--- config.mk ---
export PLATFORM = sky130hd
export DESIGN_NAME = instr_mix_profiler
export DESIGN_NICKNAME = d
export VERILOG_FILES = /design/src/rtl/mips_isa_pkg.sv /design/src/rtl/sat_counter.sv /design/src/rtl/instr_mix_profiler.sv
export SDC_FILE = /design/constraint.sdc
export NUM_CORES = 1
export LEC_CHECK = 0
export ABC_AREA = 1
export CELL_PAD_IN_SITES_DETAIL_PLACEMENT = 1
export CELL_PAD_IN_SITES_GLOBAL_PLACEMENT = 1
export CORE_AREA = 3 3 105 107
export DETAILED_ROUTE_END_ITERATION = 16
export DIE_AREA = 0 0 108 110
export PLACE_DENSITY_LB_ADDON = 0.1
export SLEW_MARGIN = 20
export SYNTH_ARGS = -nofsm -noshare
export SYNTH_HDL_FRONTEND = slang
export SYNTH_SLANG_ARGS = --single-unit
--- constraint.sdc ---
create_clock -name clk -period 1.7 [get_ports clk]
set_input_delay 0.255 -clock clk [delete_from_list [all_inputs] [get_ports clk]]
set_output_delay 0.255 -clock clk [all_outputs]
set_load 0.02 [all_outputs]
--- src/rtl/mips_isa_pkg.sv ---
// MIPS opcode, field and encoding definitions shared by the
// instruction-mix profiler and its counters.
package mips_isa_pkg;

  localparam logic [5:0] OP_RTYPE  = 6'h00;
  localparam logic [5:0] OP_REGIMM = 6'h01;
  localparam logic [5:0] OP_J      = 6'h02;
  localparam logic [5:0] OP_JAL    = 6'h03;
  localparam logic [5:0] OP_BEQ    = 6'h04;
  localparam logic [5:0] OP_BNE    = 6'h05;
  localparam logic [5:0] OP_BLEZ   = 6'h06;
  localparam logic [5:0] OP_BGTZ   = 6'h07;
  localparam logic [5:0] OP_SB     = 6'h28;
  localparam logic [5:0] OP_SH     = 6'h29;
  localparam logic [5:0] OP_SW     = 6'h2B;

  localparam int OP_HI = 31;
  localparam int OP_LO = 26;
  localparam int RT_HI = 20;
  localparam int RT_LO = 16;
  localparam int RD_HI = 15;
  localparam int RD_LO = 11;

  typedef enum logic [1:0] {
    IT_NONE,
    IT_R,
    IT_I,
    IT_J
  } itype_e;

  typedef enum logic [1:0] {
    S_IDLE,
    S_RUN,
    S_DRAIN,
    S_DONE
  } state_e;

  // Branches and stores are I type but write no register.
  function automatic logic no_dest(input logic [5:0] op);
    return (op == OP_REGIMM) || (op == OP_BEQ) ||
           (op == OP_BNE)    || (op == OP_BLEZ) ||
           (op == OP_BGTZ)   || (op == OP_SB) ||
           (op == OP_SH)     || (op == OP_SW);
  endfunction

endpackage

--- src/rtl/sat_counter.sv ---
// Saturating up-counter with synchronous clear, used for every
// statistic the profiler keeps.
module sat_counter #(
  parameter int W = 4
) (
  input  logic         clk,
  input  logic         rst_n,
  input  logic         clr,
  input  logic         inc,
  output logic [W-1:0] q
);

  logic [W-1:0] cnt_q, cnt_d;

  always_comb begin
    cnt_d = cnt_q;
    if (clr) begin
      cnt_d = '0;
    end else if (inc && (cnt_q != '1)) begin
      cnt_d = cnt_q + 1'b1;
    end
  end

  always_ff @(posedge clk or negedge rst_n) begin
    if (!rst_n) begin
      cnt_q <= '0;
    end else begin
      cnt_q <= cnt_d;
    end
  end

  assign q = cnt_q;

endmodule

--- src/rtl/instr_mix_profiler.sv ---
// Walks an instruction memory once per start, classifying words by
// type and counting writes to a window of destination registers.
module instr_mix_profiler
  import mips_isa_pkg::*;
#(
  parameter int DEPTH        = 8,
  parameter int AW           = 8,
  parameter int CNT_W        = 4,
  parameter int NREG         = 4,
  parameter int REG_BASE     = 3,
  parameter int STOP_ON_ZERO = 0
) (
  input  logic          clk,
  input  logic          rst_n,
  input  logic          start,
  input  logic [1:0]    sel,
  output logic [AW-1:0] imem_addr,
  input  logic [31:0]   imem_data,
  output logic          busy,
  output logic          done,
  output logic [7:0]    led
);

  state_e state_q, state_d;
  logic [AW-1:0] ptr_q, ptr_d, addr_q, addr_d;
  logic iss_q, iss_d, vld_q, vld_d;
  logic stop_q, stop_d;
  logic [AW:0] tot_q, tot_d;
  logic [7:0] led_q, led_d;

  logic clr, take, zero_hit, has_dest;
  logic [5:0] op;
  logic [4:0] dest;
  itype_e ity;
  logic [NREG-1:0] reg_inc;
  logic [CNT_W-1:0] r_cnt, i_cnt, j_cnt;
  logic [CNT_W-1:0] reg_cnt [NREG];
  logic [1:0] reg_lo [4];

  assign busy = (state_q == S_RUN) || (state_q == S_DRAIN);
  assign done = (state_q == S_DONE);
  assign clr  = start && ((state_q == S_IDLE) || (state_q == S_DONE));
  assign imem_addr = addr_q;
  assign led = led_q;

  assign zero_hit = (STOP_ON_ZERO != 0) && vld_q && busy &&
                    (imem_data == 32'd0);
  assign take = vld_q && busy && !zero_hit;

  always_comb begin
    op = imem_data[OP_HI:OP_LO];
    ity = IT_I;
    dest = imem_data[RT_HI:RT_LO];
    has_dest = 1'b1;
    unique case (1'b1)
      (op == OP_RTYPE): begin
        ity = IT_R;
        dest = imem_data[RD_HI:RD_LO];
      end
      ((op == OP_J) || (op == OP_JAL)): begin
        ity = IT_J;
        has_dest = 1'b0;
      end
      no_dest(op): has_dest = 1'b0;
      default: ;
    endcase
  end

  always_comb begin
    reg_inc = '0;
    for (int k = 0; k < NREG; k++) begin
      reg_inc[k] = take && has_dest &&
                   (32'(dest) == 32'(REG_BASE + k));
    end
  end

  sat_counter #(.W(CNT_W)) u_r_cnt (
    .clk(clk), .rst_n(rst_n), .clr(clr),
    .inc(take && (ity == IT_R)), .q(r_cnt)
  );
  sat_counter #(.W(CNT_W)) u_i_cnt (
    .clk(clk), .rst_n(rst_n), .clr(clr),
    .inc(take && (ity == IT_I)), .q(i_cnt)
  );
  sat_counter #(.W(CNT_W)) u_j_cnt (
    .clk(clk), .rst_n(rst_n), .clr(clr),
    .inc(take && (ity == IT_J)), .q(j_cnt)
  );

  for (genvar g = 0; g < NREG; g++) begin : g_reg
    sat_counter #(.W(CNT_W)) u_cnt (
      .clk(clk), .rst_n(rst_n), .clr(clr),
      .inc(reg_inc[g]), .q(reg_cnt[g])
    );
  end

  for (genvar g = 0; g < 4; g++) begin : g_lo
    if (g < NREG) begin : g_on
      assign reg_lo[g] = reg_cnt[g][1:0];
    end else begin : g_off
      assign reg_lo[g] = 2'b00;
    end
  end

  // vld trails iss by one cycle to cover the memory read latency.
  always_comb begin
    state_d = state_q;
    ptr_d = ptr_q;
    addr_d = addr_q;
    iss_d = 1'b0;
    vld_d = iss_q;
    stop_d = stop_q;
    tot_d = tot_q;
    unique case (state_q)
      S_IDLE, S_DONE: begin
        if (start) begin
          state_d = S_RUN;
          ptr_d = '0;
          stop_d = 1'b0;
          tot_d = '0;
        end
      end
      S_RUN: begin
        addr_d = ptr_q;
        iss_d = 1'b1;
        if (ptr_q == AW'(DEPTH - 1)) begin
          state_d = S_DRAIN;
        end else begin
          ptr_d = ptr_q + 1'b1;
        end
      end
      S_DRAIN: begin
        if (vld_q && !iss_q) begin
          state_d = S_DONE;
        end
      end
      default: ;
    endcase
    if (take) begin
      tot_d = tot_q + 1'b1;
    end
    if (zero_hit) begin
      state_d = S_DONE;
      ptr_d = ptr_q;
      addr_d = addr_q;
      iss_d = 1'b0;
      vld_d = 1'b0;
      stop_d = 1'b1;
    end
  end

  always_comb begin
    led_d = 8'd0;
    unique case (sel)
      2'b00: led_d = {j_cnt[1:0], i_cnt[2:0], r_cnt[2:0]};
      2'b01: led_d = {reg_lo[3], reg_lo[2], reg_lo[1], reg_lo[0]};
      2'b10: led_d = tot_q[7:0];
      2'b11: led_d = {busy, done, stop_q, ptr_q[4:0]};
      default: ;
    endcase
  end

  always_ff @(posedge clk or negedge rst_n) begin
    if (!rst_n) begin
      state_q <= S_IDLE;
      ptr_q <= '0;
      addr_q <= '0;
      iss_q <= 1'b0;
      vld_q <= 1'b0;
      stop_q <= 1'b0;
      tot_q <= '0;
      led_q <= '0;
    end else begin
      state_q <= state_d;
      ptr_q <= ptr_d;
      addr_q <= addr_d;
      iss_q <= iss_d;
      vld_q <= vld_d;
      stop_q <= stop_d;
      tot_q <= tot_d;
      led_q <= led_d;
    end
  end

endmodule

==> results.ini, run 1 <==
[worst_setup_path]
cp.buffers_inverters=0
cp_top_family=simple AND/OR/NAND/NOR gates
required_ps=1930
worstPathMaxFanout=5
critical-path-max-stage-delay_ps=420
cp_data_arrival_time_ps=1940
crit_path_top_delay_cell=dfrtp_1
worstPathCellList=ha_4 > nor2_4 > nand2_2 > nor2_4 > nand2_4 > nor2_8 > nand2_2 > nand3_1 > nand2_1
cp-start-kind=flop
critPathCaptureType=flop
path_class=flop to flop

[power_and_ir_drop]
power-per-cell-area_nw_per_um2=1100
p_leak_nw=2.29
p_total_mw=5.19
irDropWorstVdd_uv=545

[final_layout]
final_util_pct=46.1
fin_area_um2=4710
area_delta_synth_final_pct=29.5
layout_commonest_cell=nand2_1
layout-drive-gt1-share_pct=20.5
regArea_um2=1600
multi_input_area_um2=1870
nFillCells=1216
nets=572
final_cell_mix=nand2_1 (107), dfrtp_1 (64), inv_1 (52), nand3_1 (43), clkdlybuf4s50_1 (33)
diodes=0

[timing]
fmax_mhz=584
finalCriticalPeriod_ps=1710
tightest_slew_ps=562
setup_viol=4
layout_worst_path_cycle_share_pct=101
final_max_slew_viol_count=0
rsz0062_at_grt=true
setup_ws_ps=-11.9
slew_headroom_pct=62.4
hold_viol=0
finalClockSkew_ps=14.5

[run]
max_cap_viol_count=0

[grt]
grt_pass1_wl_um=16300
antenna_found_initial=0
grt_start_max_net_pins=65
grt_pass1_vias=3329
grt_use_total_pct=17.4
overflow=0

[run_status]
status=complete, but fails checks
violations=setup timing

[place]
gp_routability_congestion=0.812
port_buffers=38
dpl_cell_area_um2=4310
dp_hpwl_um=7190

[floorplan]
rows=37
core_area_um2=10200
ios=55
die_h_um=110
dieWidth_um=108
die-area_um2=11900
initial_core_util_pct=35.6

[detailed_routing]
vias_per_cell=4.90
drt_iter0_markers=88
ant_nets=0
drc_errors=0
wl_um=9690
wl_per_cell_um=14.6
vias=3249
dr.pass1.iters=4

[synth]
ys_warn_count=0
syn_area_per_cell_um2=8.16
synthesis.nets=496
ys_types=34
ys_seq_area_share_pct=44.0
ys_ff_latch=64
synth_cells=446
syn_area_um2=3640

[clocking]
clk_pin_slew_ps=80
htree_levels=3
clkSinkCount=64
root_buffer=clkbuf_8
tritoncts=done
numCtsBuffers=9
cts_buffer_depth=2
clock_latency_ps=340

[hold_path]
hp-class=flop to flop

[final timing paths]
kind / cells past startpoint / slack, ps / startpoint / end
max reg2reg: 9 / -10 / state_q[1]$_DFFE_PN0P_ / g_reg[1].u_cnt.q[2]$_DFFE_PN0P_
min: 0 / 380 / iss_q$_DFF_PN0_ / vld_q$_DFF_PN0_
max: 9 / -10 / state_q[1]$_DFFE_PN0P_ / g_reg[1].u_cnt.q[2]$_DFFE_PN0P_
min in group asynchronous: 3 / 460 / rst_n / ptr_q[5]$_DFFE_PN0P_
min reg2reg: 0 / 380 / iss_q$_DFF_PN0_ / vld_q$_DFF_PN0_
max in group asynchronous: 3 / 930 / rst_n / led[5]$_DFF_PN0_
[kinds of logic after synthesis]
kind of cell | Yosys count | share of synthesized area (%)
AOI/OAI and AO/OA | 52 | 8.11
adders and majority gates | 13 | 4.47
and+or+nand+nor | 237 | 32.3
xor gates and xnor gates | 12 | 2.89
buffers and inverters | 68 | 8.18
DFF | 64 | 44.0
[cell usage after synthesis]
| master | instances | area, µm² |
|---|---|---|
| a211oi_1 | 1 | 7.51 |
| a21oi_1 | 11 | 55.1 |
| and3_1 | 2 | 12.5 |
| buf_2 | 1 | 5.00 |
| buf_8 | 1 | 15.0 |
| clkbuf_1 | 2 | 7.51 |
| clkbuf_8 | 3 | 41.3 |
| clkinv_1 | 1 | 3.75 |
| dfrtp_1 | 64 | 1600 |
| ha_1 | 13 | 163 |
| inv_1 | 58 | 218 |
| inv_2 | 2 | 7.51 |
| nand2_1 | 111 | 417 |
| nand2_2 | 11 | 68.8 |
| nand2_4 | 3 | 33.8 |
| nand3_1 | 44 | 220 |
| nand3_2 | 2 | 20.0 |
| nand3b_1 | 1 | 7.51 |
| nand4_1 | 19 | 119 |
| nor2_1 | 23 | 86.3 |
| nor2_2 | 2 | 12.5 |
| nor2_4 | 10 | 113 |
| nor2_8 | 1 | 20.0 |
| nor3_1 | 6 | 30.0 |
| nor3_2 | 1 | 10.0 |
| nor3b_1 | 1 | 7.51 |
| o2111ai_1 | 7 | 61.3 |
| o211ai_1 | 1 | 7.51 |
| o21ai_0 | 28 | 140 |
| o21ai_1 | 2 | 10.0 |
| o21bai_1 | 1 | 7.51 |
| o22ai_1 | 1 | 6.26 |
| xnor2_1 | 1 | 8.76 |
| xor2_1 | 11 | 96.3 |
[power by group]
group	leakage (nW)	switching (mW)	internal (mW)	total (mW)
clock	0.0886	0.612	0.610	1.22
combinational	1.33	1.31	0.808	2.12
sequential	0.878	0.147	1.71	1.85
total	2.29	2.07	3.12	5.19
[routing by layer]
metal / vias to the layer above / part of all wire, % / GRT usage, %
li1: 1614 / - / -
met1: 1593 / 49 / 23.5
met2: 32 / 48 / 28.5
met3: 10 / 2.0 / 3.38
met4: 0 / 1.5 / 5.32
met5: - / 0 / 0
[registers in the layout, indices dropped and copies added (netlist names)]
register and cells:
ptr_q 8, state_q 2, vld_q 1, g.u_cnt.q 16, imem_addr 8, iss_q 1, u_i_cnt.q 4, led 8
u_j_cnt.q 4, tot_q 8, u_r_cnt.q 4
[per-stage QoR]
step | std cells | worst slack [ps] | hold slack (ps) | TNS [ps]
CTS | 657 | -12.8 | 385 | -49.2
detailed placement | 636 | -359 | 307 | -7610
global route | 663 | -131 | 396 | -1560
finish | 663 | -11.9 | 385 | -21.1
floorplan | 446 | 37.2 | -40.6 | 0
global placement | 636 | -334 | 309 | -6900
[area by class of cell]
| type | count | share of cell area (%) |
|---|---|---|
| flip-flops and latches | 64 | 34.0 |
| well taps | 136 | 3.61 |
| clock inverters | 4 | 0.611 |
| multi-input cells | 315 | 39.7 |
| clock buffers | 12 | 3.29 |
| repair buffers | 71 | 13.9 |
| inverters | 61 | 4.86 |
[what timing repair did]
item                                   4_1_cts  5_1_grt
buffers inserted                             3        6
endpoints found under the hold margin       64        0
hold buffers                                 1        0
cloned                                       1        0
resized for setup                           21       29
setup endpoints to repair                   32       35
pin swaps                                   10       15
(Power assumes the default switching activity.)
==> inputs of run 2 (changes only) <==
--- a/config.mk
+++ b/config.mk
@@ -8,9 +8,9 @@
 export ABC_AREA = 1
 export CELL_PAD_IN_SITES_DETAIL_PLACEMENT = 1
 export CELL_PAD_IN_SITES_GLOBAL_PLACEMENT = 1
-export CORE_AREA = 3 3 105 107
+export CORE_AREA = 3 3 94 119
 export DETAILED_ROUTE_END_ITERATION = 16
-export DIE_AREA = 0 0 108 110
+export DIE_AREA = 0 0 97 122
 export PLACE_DENSITY_LB_ADDON = 0.1
 export SLEW_MARGIN = 20
 export SYNTH_ARGS = -nofsm -noshare
==> results.ini, run 2 (same netlist as run 1, synthesis figures left out) <==
[run_status]
status=complete, but fails checks
violations=setup timing

[power_and_ir_drop]
sw_frac_of_total_pct=37.3  ; -2.6 points
internal-power_mw=3.63  ; +16%
clockPowerShare_pct=30.5  ; +7.0 points
seq_power_share_pct=31.8  ; -3.9 points
power_switching_mw=2.16  ; +4.4%
p_comb_share_pct=37.7  ; -3.1 points
irDropWorstVdd_uv=508  ; -6.7%
power-per-cell-area_nw_per_um2=1180  ; +7.4%
p_leak_nw=2.38  ; +4.0%

[detailed_routing]
dr.pass1.iters=4  ; unchanged
wl_um=9970  ; +2.9%
drc_errors=0  ; unchanged
drt_iter0_markers=77  ; -13%
vias=3257  ; +0.25%
wl_per_cell_um=15.2  ; +4.0%
ant_nets=0  ; unchanged
vias_per_cell=4.96  ; +1.3%

[clocking]
htree_levels=3  ; unchanged
tritoncts=done
numCtsBuffers=9  ; unchanged
clk_pin_slew_ps=50  ; -30 ps
root_buffer=clkbuf_16
cts_buffer_depth=2  ; unchanged
clock_latency_ps=330  ; about the same
clkSinkCount=64  ; unchanged

[timing]
slew_headroom_pct=59.8  ; -2.5 points
whs_ps=371  ; -14.1 ps
hold_viol=0  ; unchanged
setup_ws_ps=-10.9  ; +0.951 ps
rsz0062_at_grt=true
finalClockSkew_ps=4.07  ; -10.5 ps
layout_worst_path_cycle_share_pct=101  ; about the same
finalCriticalPeriod_ps=1710  ; -0.951 ps
tightest_slew_ps=600  ; +37.8 ps
setup_viol=4  ; unchanged
final_max_slew_viol_count=0  ; unchanged
fmax_mhz=584  ; about the same

[final_layout]
nets=572  ; unchanged
layout_commonest_cell=nand2_1
regArea_um2=1600  ; unchanged
final_cell_mix=nand2_1 (104), dfrtp_1 (64), inv_1 (53), clkdlybuf4s50_1 (34), nand3_1 (27)
area_delta_synth_final_pct=34.5
diodes=0  ; unchanged
final_util_pct=48.4  ; +2.4 points
nFillCells=1213  ; -0.25%
largest_register_ffs=16  ; unchanged
multi_input_area_um2=1960  ; +4.5%
layout-drive-gt1-share_pct=23.3  ; +2.8 points

[place]
gp_routability_congestion=0.767  ; -5.6%
port_buffers=38  ; unchanged
dp_hpwl_um=7220  ; +0.35%
pre_cts_ws_ps=-377  ; -18.1 ps

[run]
max_cap_viol_count=0  ; unchanged

[floorplan]
core_area_um2=10100  ; -1.2%
initial_core_util_pct=36.0  ; +0.44 points
rows=41  ; +11%
ios=55  ; unchanged
die_h_um=122  ; +11%
dieWidth_um=97  ; -10%
die-area_um2=11800  ; -0.39%

[grt]
grt_pass1_wl_um=16600  ; +2.3%
busiest_layer=met2
met3_usage_pct=3.38  ; about the same
overflow=0  ; unchanged
antenna_found_initial=0  ; unchanged
grtUsageMet2_pct=33.9  ; +5.5 points
grt_pass1_vias=3418  ; +2.7%
grt_start_max_net_pins=65  ; unchanged
globalRouteMet1Util_pct=19.2  ; -4.2 points
grt_use_total_pct=17.8  ; +0.43 points

[worst_setup_path]
rr_worst_depth=10  ; +1
worstPathMaxFanout=8  ; +3
required_ps=1920  ; about the same
cp-start-kind=flop
critPathCaptureType=flop
cp_data_arrival_time_ps=1930  ; about the same
path_class=flop to flop

[hold_path]
hold_depth=0  ; unchanged
hp-class=flop to flop

-- run 2: cell types whose count changed in the layout (fill, tap and decap cells not counted), moves of 2 or more --
cell        change
nand2_4         +4
clkinvlp_4      -2
buf_4           -3
nand3_2        +17
o21ai_1         +3
clkinv_2        +2
clkbuf_16       +9
nand2_1         -3
nand3_1        -16
inv_2           -2
o21ai_2         -2
clkbuf_8        -8
buf_6           +2
-- run 2: layout make-up --
type                       count  area share (%)
inverter                      61            4.73
clock inverter                 3           0.307
sequential                    64            32.7
multi-input combinational    315            40.0
clock buffer                  13            5.52
tap                          129            3.30
timing repair buffer          71            13.4
-- run 2: per-stage QoR --
| step | power [mW] | TNS (ps) | cells | cell area [µm²] |
|---|---|---|---|---|
| after floorplan | 3.05 | 0 | 446 | 3650 |
| after global placement | 3.78 | -7040 | 630 | 4310 |
| after detailed placement | 3.83 | -8060 | 630 | 4310 |
| after CTS | 5.75 | -844 | 654 | 4830 |
| after global routing | 6.17 | -2160 | 656 | 4890 |
| final | 5.79 | -29.3 | 656 | 4890 |
-- run 2: final timing paths --
kind | from | endpoint | slack, ps
hold reg to reg | iss_q$_DFF_PN0_ | vld_q$_DFF_PN0_ | 370
setup / recovery | state_q[0]$_DFFE_PN0P_ | g_reg[3].u_cnt.q[0]$_DFFE_PN0P_ | -10
setup reg to reg | state_q[0]$_DFFE_PN0P_ | g_reg[3].u_cnt.q[0]$_DFFE_PN0P_ | -10
min in group asynchronous | rst_n | ptr_q[2]$_DFFE_PN0P_ | 460
hold / removal | iss_q$_DFF_PN0_ | vld_q$_DFF_PN0_ | 370
max in group asynchronous | rst_n | g_reg[3].u_cnt.q[2]$_DFFE_PN0P_ | 930
-- run 2: repair_timing --
action,4_1_cts,5_1_grt
buffers inserted,6,2
cloned,1,0
pin swaps,14,13
hold buffers,1,0
endpoints found under the hold margin,64,0
setup endpoints to repair,31,44
gates resized for setup,46,26
-- run 2: power by group through the flow --
stage               registers [mW]  logic [mW]  clock network (mW)
global placement              1.86        1.92                   0
global route                  1.87        2.42                1.89
CTS                           1.85        2.10                1.81
detailed placement            1.87        1.96                   0
floorplan                     1.91        1.14                   0
finish                        1.84        2.19                1.76
-- run 2: critical path, cell delays in order, from the launching register on --
cell and delay, ps:
dfrtp_1 380, inv_2 70, ha_4 210, nor2_4 180, nand2_4 90, nor2_4 130, nand2_4 100, nor2_8 200
nand2_4 100, nand3_2 70, nand2_1 50
-- run 2: layer usage --
metal,vias up,routed length [µm]
met5,-,0
met3,12,233
met2,43,5460
met4,0,169
met1,1585,4110
li1,1617,-
==> inputs of run 3 (changes only) <==
--- a/config.mk
+++ b/config.mk
@@ -12,6 +12,7 @@
 export DETAILED_ROUTE_END_ITERATION = 16
 export DIE_AREA = 0 0 97 122
 export PLACE_DENSITY_LB_ADDON = 0.1
+export SKIP_CTS_REPAIR_TIMING = 1
 export SLEW_MARGIN = 20
 export SYNTH_ARGS = -nofsm -noshare
 export SYNTH_HDL_FRONTEND = slang
==> results.ini, run 3 (same netlist as run 1, synthesis figures left out) <==
[run_status]
status=complete, but fails checks
violations=setup timing

[detailed_routing]
drt_iter0_markers=95  ; +23%
vias=3242  ; -0.46%
dr.pass1.iters=4  ; unchanged
drc_errors=0  ; unchanged
vias_per_cell=4.96  ; about the same
wl_per_cell_um=15.0  ; -1.2%
wl_um=9810  ; -1.6%
ant_nets=0  ; unchanged

[power_and_ir_drop]
irDropWorstVdd_uv=472  ; -7.0%
p_leak_nw=2.34  ; -1.7%
p_total_mw=5.72  ; -1.2%
power-per-cell-area_nw_per_um2=1190  ; +0.35%

[grt]
grt_use_total_pct=17.0  ; -0.86 points
grt_pass1_vias=3301  ; -3.4%
antenna_found_initial=0  ; unchanged
grt_start_max_net_pins=65  ; unchanged
overflow=0  ; unchanged
grt_pass1_wl_um=15900  ; -4.4%

[timing]
fmax_mhz=585  ; +0.15%
tightest_slew_ps=569  ; -30.7 ps
layout_worst_path_cycle_share_pct=100  ; -0.15 points
finalCriticalPeriod_ps=1710  ; -2.50 ps
final_max_slew_viol_count=0  ; unchanged
slew_headroom_pct=61.9  ; +2.1 points
finalClockSkew_ps=4.77  ; +0.707 ps
setup_ws_ps=-8.44  ; +2.50 ps
setup_viol=4  ; unchanged
hold_viol=0  ; unchanged
rsz0062_at_grt=true
whs_ps=371  ; -0.0400 ps

[worst_setup_path]
critical-path-max-stage-delay_ps=380  ; about the same
path_class=flop to flop
worstPathCellList=inv_2 > ha_4 > nor2_4 > buf_6 > nand2_4 > nor2_4 > nand3_2 > nor2_1 > nand2_1 > nand2_1 > inv_1
cp_data_arrival_time_ps=1930  ; about the same
required_ps=1920  ; about the same
critPathCaptureType=flop
cp-start-kind=flop
crit_path_top_delay_cell=dfrtp_1
worstPathMaxFanout=6  ; -2

[hold_path]
hp-class=flop to flop

[clocking]
clock_latency_ps=330  ; about the same
clk_pin_slew_ps=50  ; about the same
cts_buffer_depth=2  ; unchanged
clkSinkCount=64  ; unchanged
root_buffer=clkbuf_16
tritoncts=done
htree_levels=3  ; unchanged
numCtsBuffers=9  ; unchanged

[place]
dp_hpwl_um=7220  ; unchanged
gp_routability_congestion=0.767  ; unchanged
dp.cells=630  ; unchanged
port_buffers=38  ; unchanged

[floorplan]
dieWidth_um=97  ; unchanged
die-area_um2=11800  ; unchanged
initial_core_util_pct=36.0  ; unchanged
ios=55  ; unchanged
rows=41  ; unchanged
die_h_um=122  ; unchanged
core_area_um2=10100  ; unchanged

[final_layout]
layout_commonest_cell=nand2_1
largest_register_ffs=16  ; unchanged
layout-drive-gt1-share_pct=21.4  ; -2.0 points
nFillCells=1222  ; +0.74%
final_cell_mix=nand2_1 (105), dfrtp_1 (64), inv_1 (53), nand3_1 (35), clkdlybuf4s50_1 (35)
final_cells=653  ; -0.46%
area_delta_synth_final_pct=32.4
nets=569  ; -0.52%
diodes=0  ; unchanged

[run]
max_cap_viol_count=0  ; unchanged

-- run 3: changes by cell type in the layout (fill, tap and decap cells not counted), sizes merged --
cell / change
clkbuf: +1
dlymetal6s2s: -1
buf: -4
clkdlybuf4s50: +1
-- run 3: worst max-delay path, delay by kind of cell, from the launching register on --
| family | cells | cell delay [ps] |
|---|---|---|
| simple gates | 7 | 720 |
| fa+ha+maj | 1 | 210 |
| flops | 1 | 380 |
| buf+inv | 3 | 280 |
-- run 3: per-stage QoR --
step / instance area, µm² / utilization [%] / setup TNS, ps / setup WS [ps]
after floorplan: 3650 / - / 0 / 37.2
after detailed placement: 4310 / 42.7 / -8060 / -377
after CTS: 4600 / 45.5 / -3930 / -406
after global placement: 4310 / 42.7 / -7040 / -358
final: 4820 / 47.7 / -19.2 / -8.44
after global routing: 4820 / 47.7 / -2140 / -144
-- run 3: cell type report --
type                       instances  area, µm²  area share [%]
multi-input combinational        315       1920            39.7
sequential                        64       1600            33.2
timing repair buffer              68        624            13.0
clock buffer                      13        270            5.61
inverter                          61        231            4.80
tap                              129        161            3.35
clock inverter                     3       15.0           0.312
-- run 3: final timing paths --
path                                         from  cells after the start                        to  slack [ps]
setup / recovery           state_q[0]$_DFFE_PN0P_                     11      tot_q[7]$_DFFE_PN0P_          -8
hold / removal                    iss_q$_DFF_PN0_                      0           vld_q$_DFF_PN0_         370
setup reg to reg           state_q[0]$_DFFE_PN0P_                     11      tot_q[7]$_DFFE_PN0P_          -8
hold reg to reg                   iss_q$_DFF_PN0_                      0           vld_q$_DFF_PN0_         370
max in group asynchronous                   rst_n                      3  u_i_cnt.q[3]$_DFFE_PN0P_         940
min in group asynchronous                   rst_n                      3      ptr_q[2]$_DFFE_PN0P_         470
-- run 3: per-layer routing --
layer / global-route usage, % / routed length [µm] / vias up
li1: - / - / 1613
met1: 19.0 / 3960 / 1558
met2: 31.3 / 5350 / 55
met3: 3.49 / 270 / 16
met4: 7.20 / 226 / 0
met5: 0 / 0 / -
-- run 3: where the power goes --
group | leakage [nW] | total, mW | internal, mW | switching [mW]
sequential | 0.878 | 1.84 | 1.71 | 0.132
clock | 0.145 | 1.76 | 1.10 | 0.662
combinational | 1.32 | 2.12 | 0.790 | 1.33
